### src/rtl/div_sequencer_if.sv
// Handshake bundle between the EX stage and the divide sequencer.
// The pipeline side drives the operation request; the sequencer answers with busy/stall/done/result.
interface div_sequencer_if #(
   parameter int XLEN = 32
);
   logic            start;
   logic [4:0]      alu_ctl;
   logic [XLEN-1:0] src1;
   logic [XLEN-1:0] src2;
   logic            flush;
   logic            busy;
   logic            stall;
   logic            done;
   logic [XLEN-1:0] result;

   modport master (
      output start, alu_ctl, src1, src2, flush,
      input  busy, stall, done, result
   );

   modport slave (
      input  start, alu_ctl, src1, src2, flush,
      output busy, stall, done, result
   );
endinterface

### src/rtl/div_sequencer.sv
// RV32M div/divu/rem/remu sequencer: radix-2 restoring divider, one quotient bit per cycle.
// Latency accept->done is XLEN+1 cycles (1 for divide-by-zero/overflow); stalls upstream while computing.
module div_sequencer #(
   parameter int XLEN = 32
) (
   input logic           clk,
   input logic           rst,
   div_sequencer_if.slave bus
);
   localparam int CW = $clog2(XLEN);

   typedef enum logic [1:0] {
      IDLE = 2'd0,
      CALC = 2'd1,
      FIN  = 2'd2
   } state_t;

   state_t          state;
   state_t          state_nxt;

   // dvd holds the dividend and collects quotient bits as it shifts out.
   logic [XLEN-1:0] dvd;
   logic [XLEN-1:0] rem;
   logic [XLEN-1:0] dsr;
   logic [XLEN-1:0] res_q;
   logic [CW-1:0]   cnt;
   logic            q_neg;
   logic            r_neg;
   logic            op_rem;

   logic            is_div_op;
   logic            is_signed;
   logic            is_rem_op;
   logic            accept;
   logic            div_zero;
   logic            sgn_ovf;
   logic            special;
   logic [XLEN-1:0] mag1;
   logic [XLEN-1:0] mag2;
   logic [XLEN:0]   rem_sh;
   logic [XLEN:0]   diff;
   logic            q_bit;
   logic [XLEN-1:0] fin_val;

   always_comb begin
      is_div_op = bus.alu_ctl inside {5'b00110, 5'b00111, 5'b01000, 5'b01001};
      is_signed = (bus.alu_ctl == 5'b00110) || (bus.alu_ctl == 5'b01000);
      is_rem_op = (bus.alu_ctl == 5'b01000) || (bus.alu_ctl == 5'b01001);
      accept    = (state == IDLE) && bus.start && is_div_op && !bus.flush;
      div_zero  = (bus.src2 == '0);
      sgn_ovf   = is_signed && (bus.src1 == {1'b1, {(XLEN-1){1'b0}}}) && (bus.src2 == '1);
      special   = div_zero || sgn_ovf;
      mag1      = (is_signed && bus.src1[XLEN-1]) ? -bus.src1 : bus.src1;
      mag2      = (is_signed && bus.src2[XLEN-1]) ? -bus.src2 : bus.src2;
      // One extra bit on the trial subtract keeps the borrow as the compare result.
      rem_sh    = {rem, dvd[XLEN-1]};
      diff      = rem_sh - {1'b0, dsr};
      q_bit     = ~diff[XLEN];
      fin_val   = op_rem ? (r_neg ? -rem : rem) : (q_neg ? -dvd : dvd);
   end

   always_comb begin
      state_nxt = state;
      case (state)
         IDLE: if (accept) state_nxt = special ? FIN : CALC;
         CALC: if (cnt == '0) state_nxt = FIN;
         FIN:  state_nxt = IDLE;
         default: state_nxt = IDLE;
      endcase
      if (bus.flush) state_nxt = IDLE;

      bus.busy   = (state == CALC) || (state == FIN);
      bus.stall  = accept || (state == CALC);
      bus.done   = (state == FIN) && !bus.flush;
      bus.result = bus.done ? fin_val : res_q;
   end

   always_ff @(posedge clk) begin
      if (rst) state <= IDLE;
      else     state <= state_nxt;
   end

   always_ff @(posedge clk) begin
      if (rst) begin
         dvd    <= '0;
         rem    <= '0;
         dsr    <= '0;
         res_q  <= '0;
         cnt    <= '0;
         q_neg  <= 1'b0;
         r_neg  <= 1'b0;
         op_rem <= 1'b0;
      end else begin
         if (accept) begin
            dsr    <= mag2;
            op_rem <= is_rem_op;
            cnt    <= CW'(XLEN - 1);
            // Special cases preload the final magnitudes so FIN needs no extra muxing.
            if (div_zero) begin
               dvd   <= '1;
               rem   <= bus.src1;
               q_neg <= 1'b0;
               r_neg <= 1'b0;
            end else if (sgn_ovf) begin
               dvd   <= bus.src1;
               rem   <= '0;
               q_neg <= 1'b0;
               r_neg <= 1'b0;
            end else begin
               dvd   <= mag1;
               rem   <= '0;
               q_neg <= is_signed && (bus.src1[XLEN-1] ^ bus.src2[XLEN-1]);
               r_neg <= is_signed && bus.src1[XLEN-1];
            end
         end else if ((state == CALC) && !bus.flush) begin
            dvd <= {dvd[XLEN-2:0], q_bit};
            rem <= q_bit ? diff[XLEN-1:0] : rem_sh[XLEN-1:0];
            if (cnt != '0) cnt <= cnt - 1'b1;
         end
         if (bus.done) res_q <= fin_val;
      end
   end
endmodule

### src/flat_wrapper.sv
// flat-port wrapper written by rule: the top's interface ports become plain ports
module div_sequencer_flat 
#(
   parameter int XLEN = 32
)
  (clk, rst, bus_start, bus_alu_ctl, bus_src1, bus_src2, bus_flush, bus_busy, bus_stall, bus_done, bus_result);
  div_sequencer_if #(.XLEN(XLEN)) bus_i ();
  input logic clk;
  input logic rst;
  input wire logic [$bits(bus_i.start)-1:0] bus_start;
  input wire logic [$bits(bus_i.alu_ctl)-1:0] bus_alu_ctl;
  input wire logic [$bits(bus_i.src1)-1:0] bus_src1;
  input wire logic [$bits(bus_i.src2)-1:0] bus_src2;
  input wire logic [$bits(bus_i.flush)-1:0] bus_flush;
  output wire logic [$bits(bus_i.busy)-1:0] bus_busy;
  output wire logic [$bits(bus_i.stall)-1:0] bus_stall;
  output wire logic [$bits(bus_i.done)-1:0] bus_done;
  output wire logic [$bits(bus_i.result)-1:0] bus_result;
  assign bus_i.start = bus_start;
  assign bus_i.alu_ctl = bus_alu_ctl;
  assign bus_i.src1 = bus_src1;
  assign bus_i.src2 = bus_src2;
  assign bus_i.flush = bus_flush;
  assign bus_busy = bus_i.busy;
  assign bus_stall = bus_i.stall;
  assign bus_done = bus_i.done;
  assign bus_result = bus_i.result;
  div_sequencer #(.XLEN(XLEN)) u_core (.clk(clk), .rst(rst), .bus(bus_i));
endmodule
### config.mk
export PLATFORM = sky130hd
export DESIGN_NAME = div_sequencer_flat
export DESIGN_NICKNAME = d
export VERILOG_FILES = /design/src/rtl/div_sequencer_if.sv /design/src/rtl/div_sequencer.sv /design/src/flat_wrapper.sv
export SDC_FILE = /design/constraint.sdc
export NUM_CORES = 1
export LEC_CHECK = 0
export ABC_AREA = 0
export BUFFER_PORTS_ARGS = -buffer_cell sky130_fd_sc_hd__buf_2
export CORE_MARGIN = 2
export CORE_UTILIZATION = 51
export DETAILED_ROUTE_END_ITERATION = 10
export GPL_TIMING_DRIVEN = 0
export HOLD_SLACK_MARGIN = 0.03
export PLACE_DENSITY = 0.81
export SLEW_MARGIN = 20
export SYNTH_ARGS = -nofsm -noshare
export SYNTH_HDL_FRONTEND = slang
export SYNTH_SLANG_ARGS = --single-unit
### constraint.sdc
create_clock -name clk -period 5.2 [get_ports clk]
set_clock_uncertainty 0.1 [all_clocks]
set_input_delay 1.3 -clock clk [delete_from_list [all_inputs] [get_ports clk]]
set_output_delay 1.3 -clock clk [all_outputs]
set_load 0.03 [all_outputs]
Word level (Yosys, flattened, before mapping)
Index checks and enable logic that the tools add are counted.
{ "totals": {"regBits": 138, "wordCells": 78} }
{ "op_classes": {"addsub": 6, "n_eq_ne": 10, "mux": 25, "bitwise_logic": 2, "reduce_logical": 26} }
{ "ops": {"columns": ["op", "count"], "rows": [
  ["$mux 32", 14],
  ["$neg 32->32", 4],
  ["$eq 32x32->1 const B", 2],
  ["$sub 33x32->33", 1],
  ["$logic_not 32->1", 1],
  ["$mux 5", 3],
  ["$eq 5x3->1 const B", 2],
  ["$eq 5x4->1 const B", 2],
  ["$logic_and 1x1->1", 10],
  ["$mux 2", 3],
  ["$logic_not 5->1", 1],
  ["$logic_or 1x1->1", 5],
  ["$reduce_bool 5->1", 1],
  ["$sub 5x1->5 const B", 1],
  ["$mux 1", 4],
  ["$ne 2x1->1 const B", 2],
  ["$pmux 2 s2", 1],
  ["$reduce_and 2->1", 2],
  ["$reduce_bool 2->1", 2],
  ["$reduce_bool 4->1", 1],
  ["$eq 2x1->1 const B", 1],
  ["$eq 2x2->1 const B", 1],
  ["$logic_not 2->1", 1],
  ["$reduce_or 2->1", 1],
  ["3 further kinds", 3]
]} }

Longest topological paths before layout
{ "logic_depth": {"word_depth": 8, "depth_mapped": 14, "depth_no_buf": 12} }

Worst setup path after synthesis
Ideal clock, no wire load.
{ "synth_timing": {"path_type": "in2out", "startpoint": "input port bus_flush", "endpoint": "output port bus_result[17]", "t_arrival_ns": 2.853, "required_ns": 3.800, "setup_slack_ns": 0.947, "stages": 7, "path_cell_list": "clkbuf_1 > nand2b_1 > clkbuf_1 > inv_1 > buf_1 > o211ai_1 > nand2_1"} }
{ "synth_via": {"elab_chain_cells": 3} }
{ "synth_rtl": {"columns": ["element", "line_no", "rtl"], "rows": [
  ["start, declared", "flat_wrapper.sv:14", "input wire logic [$bits(bus_i.flush)-1:0] bus_flush;"],
  ["$logic_not 1->1", "div_sequencer.sv:74", "bus.done = (state == FIN) && !bus.flush;"],
  ["$logic_and 1x1->1", "div_sequencer.sv:74", null],
  ["named net bus_done", "flat_wrapper.sv:17", "output wire logic [$bits(bus_i.done)-1:0] bus_done;"],
  ["$mux 32", null, null],
  ["end, declared", "flat_wrapper.sv:18", "output wire logic [$bits(bus_i.result)-1:0] bus_result;"]
]} }
The timed path passes the listed nets, and every way through them passes these cells.

Final worst setup path
{ "layout_timing": {"startpoint": "register u_core.rem[2]", "endpoint": "output port bus_result[18]"} }
{ "layout_via": {"elab_chain_cells": 4} }
{ "layout_rtl": {"columns": ["element", "line_no", "rtl"], "rows": [
  ["start, declared", "div_sequencer.sv:23", "logic [XLEN-1:0] rem;"],
  ["start signal, assigned", "div_sequencer.sv:101", "rem <= bus.src1;"],
  ["start signal, assigned", "div_sequencer.sv:117", "rem <= q_bit ? diff[XLEN-1:0] : rem_sh[XLEN-1:0];"],
  ["$neg 32->32", "div_sequencer.sv:59", "fin_val = op_rem ? (r_neg ? -rem : rem) : (q_neg ? -dvd : dvd);"],
  ["$mux 32 (2 in series)", "div_sequencer.sv:59", null],
  ["$mux 32", null, null]
]} }
Every way passes these cells.

==> out/summary.txt <==
STA
--------------------------------------------------------------------------------------
Relative slew margins ...................................................        0.264
Worst Max-Slew Pin Slew .................................................      1.10 ns
Number of pins exceeding their max-slew limit in the final report .......            0
Maximum operating frequency .............................................      206 MHz
Count of final hold-check violations ....................................            0
Setup TNS ...............................................................         0 ns
Post-route clock period utilization .....................................        0.932
Fin worst setup slack ...................................................     0.351 ns
Number of endpoints failing setup at the final stage ....................            0
Setup repair after global routing missed its margin .....................        false
Period minus WS final ...................................................      4.85 ns

WORST SETUP PATH
--------------------------------------------------------------------------------------
Cell mode on critical path ..............................................        buf_2
Beginning of the critical path .......................................... u_core.rem[2]$_SDFFE_PP0P_
Critical Path End Type ..................................................   output pin
Critical path class ..................................................... flip-flop to output pin
Launching element type of the critical path .............................    flip-flop
Worst-case register-to-register setup slack .............................      0.81 ns
Depth of the worst register-to-register path ............................           13
Cell with the largest stage delay on the worst path .....................       nor4_1
CP max FO ...............................................................            7
Crit-path cells ......................................................... buf_2 > nor4_1 > nand2_1 > or4_4 > or3_4 > o21ai_0 > xor2_1 > mux2_2 > o21ai_1 > buf_2
Worst R2R Start ......................................................... u_core.dvd[31]$_SDFFE_PP0P_
Worst setup path end .................................................... bus_result[18]
Cell depth of the worst setup path ......................................           10
Crit Reg-Reg Endpoint ................................................... u_core.rem[18]$_SDFFE_PP0P_
Peak per-stage delay on the critical path ...............................      0.48 ns
Crit path DAT ...........................................................      3.45 ns
Critical path buffers and inverters .....................................            2
Family of cells with the greatest summed delay on the critical path ..... simple AND/OR/NAND/NOR gates
Required time at the worst-slack endpoint ...............................      3.80 ns

SYNTH
--------------------------------------------------------------------------------------
Adder and majority gate portion of the synthesized area .................       0.0506
Leading cell types by total area after synthesis ........................ dfxtp_1 26%, xnor2_1 6.8%, nand2_1 5.7%, a21oi_1 5.4%, xor2_1 5.1%
Number of distinct standard cells referenced by the synthesized netlist .           82
Post-synthesis share of cell area spent on xor and xnor gates ...........        0.119
Main combinational cell family by area after synthesis .................. compound AO/OA/AOI/OAI gates
Largest area contributor in the netlist .................................      dfxtp_1
Simple-gate area share of the yosys netlist .............................        0.222
Number of flip-flops and latches in the synthesized netlist .............          138
Fraction of post-synthesis cell area in the top cell type by area .......        0.256
Number of enable-type register cells in the synthesized netlist .........            0
Synthesized Nets ........................................................        1,517
Async SR Flop Fraction ..................................................            0
Mean cell area of the mapped netlist ....................................     7.70 µm²
Syn Inst Count ..........................................................        1,401
Share of the yosys chip area belonging to registers .....................        0.256
Synthesized area ........................................................   10,800 µm²
Post-synthesis compound-gate area fraction ..............................        0.265
Synthesis Warnings ......................................................            0
Primary FF master, synth ................................................      dfxtp_1
Multiplexer fraction of the synthesized cell area .......................       0.0326

CTS
--------------------------------------------------------------------------------------
Count of instances resized after the clock tree is built ................            0
TritonCTS clock tree ....................................................         done
Post-cts hold buffer count ..............................................            0
Root buffer cell ........................................................    clkbuf_16
Number of buffers created by CTS ........................................           17
Clock Tree Buf Depth ....................................................            2
Post-CTS Setup Inserts ..................................................            0
H-tree depth ............................................................            4
Clock transition at the registers of the reported paths .................      0.06 ns
Worst-skew pair later-pin latency .......................................      0.43 ns
Total clock sinks .......................................................          138

ROUTING
--------------------------------------------------------------------------------------
Post-detailed-route count of antenna-violating nets .....................            0
DRC viols ...............................................................            0
Average detailed-routed wire length per instance ........................      19.5 µm
First-iteration detailed-routing DRC count ..............................        1,378
Total number of vias ....................................................       11,100
Post-Route WL ...........................................................    35,200 µm
Via density per instance ................................................         6.10
Detailed Routing Iterations Pass 1 ......................................            5

FLOORPLAN
--------------------------------------------------------------------------------------
Die X-Extent ............................................................       149 µm
Number of I/O pins ......................................................          108
Total Die Area ..........................................................   22,300 µm²
Standard cell core area .................................................   20,900 µm²
Height of the die .......................................................       149 µm
Starting utilization of the core area ...................................        0.516
Floorplan row count .....................................................           53

PLACE
--------------------------------------------------------------------------------------
Final RePlAce weighted congestion .......................................        0.965
Quantity of I/O buffers inserted on ports ...............................          105
Half-perimeter wire length after placement ..............................    28,000 µm
Worst Setup Slack post-DPL ..............................................     0.649 ns

GLOBAL ROUTE
--------------------------------------------------------------------------------------
Vias in the first global route ..........................................       10,500
Pin count of the biggest net entering global routing ....................           17
Antenna violations before repair ........................................            1
Wire length of the first global-routing pass ............................    54,900 µm
GRT Resource Usage Total ................................................        0.317
Global-route congestion overflow total ..................................            0

LAYOUT
--------------------------------------------------------------------------------------
Proportion of layout cells with a drive suffix above 1 ..................        0.134
# fillers ...............................................................        1,945
Combined area of the multi-input logic cells ............................     7430 µm²
Area grow syn2layout ....................................................        13.9%
Sequential cell area in the final layout ................................     2760 µm²
Final net count .........................................................        1,641

PWR
--------------------------------------------------------------------------------------
Power per standard cell area ............................................   253 nW/µm²
Leakage power summed over all cells .....................................      4.73 nW
Maximum resistive drop on vdd ...........................................   0.000189 V
Final total power .......................................................      3.11 mW

HOLD PATH
--------------------------------------------------------------------------------------
Path category of the worst min-delay check .............................. flip-flop to flip-flop

JOB
--------------------------------------------------------------------------------------
Max capacitance violation total .........................................            0

OUTCOME
--------------------------------------------------------------------------------------
Run status .............................................................. complete, no violations

[area by class of cell]
| type | count | area share |
|---|---|---|
| inverters | 61 | 0.0186 |
| diodes | 1 | 0.000204 |
| well taps | 275 | 0.0280 |
| multi-input cells | 1115 | 0.605 |
| plain buffers | 87 | 0.0294 |
| flip-flops and latches | 138 | 0.225 |
| clock inverters | 8 | 0.0137 |
| clock buffers | 21 | 0.0375 |
| repair buffers | 105 | 0.0428 |
[logic make-up (layout without fill, tap and decap cells)]
family                     Yosys count  in the layout
xor gates and xnor gates           147            147
adders and majority gates           43             43
muxes                               32             32
buffers and inverters              148            282
and+or+nand+nor                    472            472
DFF                                138            138
AOI/OAI and AO/OA                  421            421
other                                0              1
[state kept, by name, indices dropped and copies added (netlist names)]
name           cells
u_core.op_rem      1
u_core.dvd        32
u_core.r_neg       1
u_core.dsr        32
u_core.res_q      32
u_core.state       2
u_core.rem        32
u_core.cnt         5
u_core.q_neg       1
[metrics by stage]
| stage | utilization | instance area (µm²) | std cells | hold slack [ns] |
|---|---|---|---|---|
| 2_1_floorplan | - | 10800 | 1401 | 0.332 |
| 3_3_place_gp | 0.558 | 11700 | 1781 | 0.337 |
| 3_5_place_dp | 0.558 | 11700 | 1781 | 0.353 |
| 4_1_cts | 0.588 | 12300 | 1810 | 0.359 |
| 5_1_grt | 0.588 | 12300 | 1810 | 0.383 |
| 6_report | 0.588 | 12300 | 1811 | 0.356 |
[routing by layer]
| metal | share of wire | vias up | global-route usage |
|---|---|---|---|
| met2 | 0.47 | 540 | 0.534 |
| met3 | 0.082 | 103 | 0.0549 |
| met5 | 0 | - | 0 |
| met4 | 0.043 | 0 | 0.150 |
| li1 | - | 5370 | - |
| met1 | 0.41 | 5037 | 0.392 |
[worst min-delay path by stage]
stage	slack [ns]	startpoint	depth (start not counted)	endpoint
3_3_place_gp	0.34	u_core.dvd[31]$_SDFFE_PP0P_	2	u_core.dvd[31]$_SDFFE_PP0P_
4_1_cts	0.36	u_core.dvd[31]$_SDFFE_PP0P_	2	u_core.dvd[31]$_SDFFE_PP0P_
6_report	0.36	u_core.dsr[30]$_SDFFE_PP0P_	2	u_core.dsr[30]$_SDFFE_PP0P_
5_1_grt	0.38	u_core.res_q[4]$_SDFF_PP0_	2	u_core.res_q[4]$_SDFF_PP0_
2_1_floorplan	0.33	u_core.dsr[26]$_SDFFE_PP0P_	2	u_core.dsr[26]$_SDFFE_PP0P_
3_5_place_dp	0.35	u_core.dvd[31]$_SDFFE_PP0P_	2	u_core.dvd[31]$_SDFFE_PP0P_
[layout by cell type (no fill, tap or decap), types with 26 or more instances in the layout]
cell	synthesis	final
xnor2_1	84	84
inv_1	61	61
a21oi_1	117	117
and2_1	29	29
a211oi_1	28	28
nand2_1	165	165
o31ai_1	26	26
clkbuf_1	69	71
xor2_1	63	63
nor2_1	100	100
nor3_1	48	48
buf_2	7	112
ha_1	42	42
o21ai_0	79	79
o221ai_1	33	33
dfxtp_1	138	138
[Yosys cell counts, drive strengths merged, types with 3 or more instances]
master,n
a21boi,5
a21oi,117
o221ai,36
o31a,4
o41ai,12
o21a,5
a2111oi,3
a32o,3
o31ai,29
buf,18
o21ai,86
nand2b,10
or3,11
mux2i,10
nand3,16
nand2,166
xor2,63
nand4,13
a21o,13
and2,29
xnor2,84
a221oi,21
dfxtp,138
and3,8
a211oi,29
or4,20
nor2b,10
clkbuf,69
a31oi,7
nor4,21
ha,42
or2,5
nor3,50
a221o,3
a311oi,10
nand4b,3
a211o,4
nor2,101
inv,61
o211ai,14
mux2,22
o21bai,6
[power by group]
group | internal, mW | total, mW | switching [mW]
logic | 0.282 | 0.690 | 0.408
clock network | 0.867 | 1.33 | 0.465
registers | 1.07 | 1.09 | 0.0170
[worst reg2reg max path: stages, from the launching register on]
cell       delay, ns
dfxtp_1         0.33
inv_1           0.14
ha_1            0.25
fa_1            0.41
nor2b_1         0.18
o31a_1          0.19
o221ai_1        0.19
o211ai_1        0.59
a2111oi_1       0.21
a311oi_2        0.64
buf_4           0.32
mux2_2          0.35
a221oi_1        0.27
nor3_1          0.08
(Power assumes the default switching activity.)
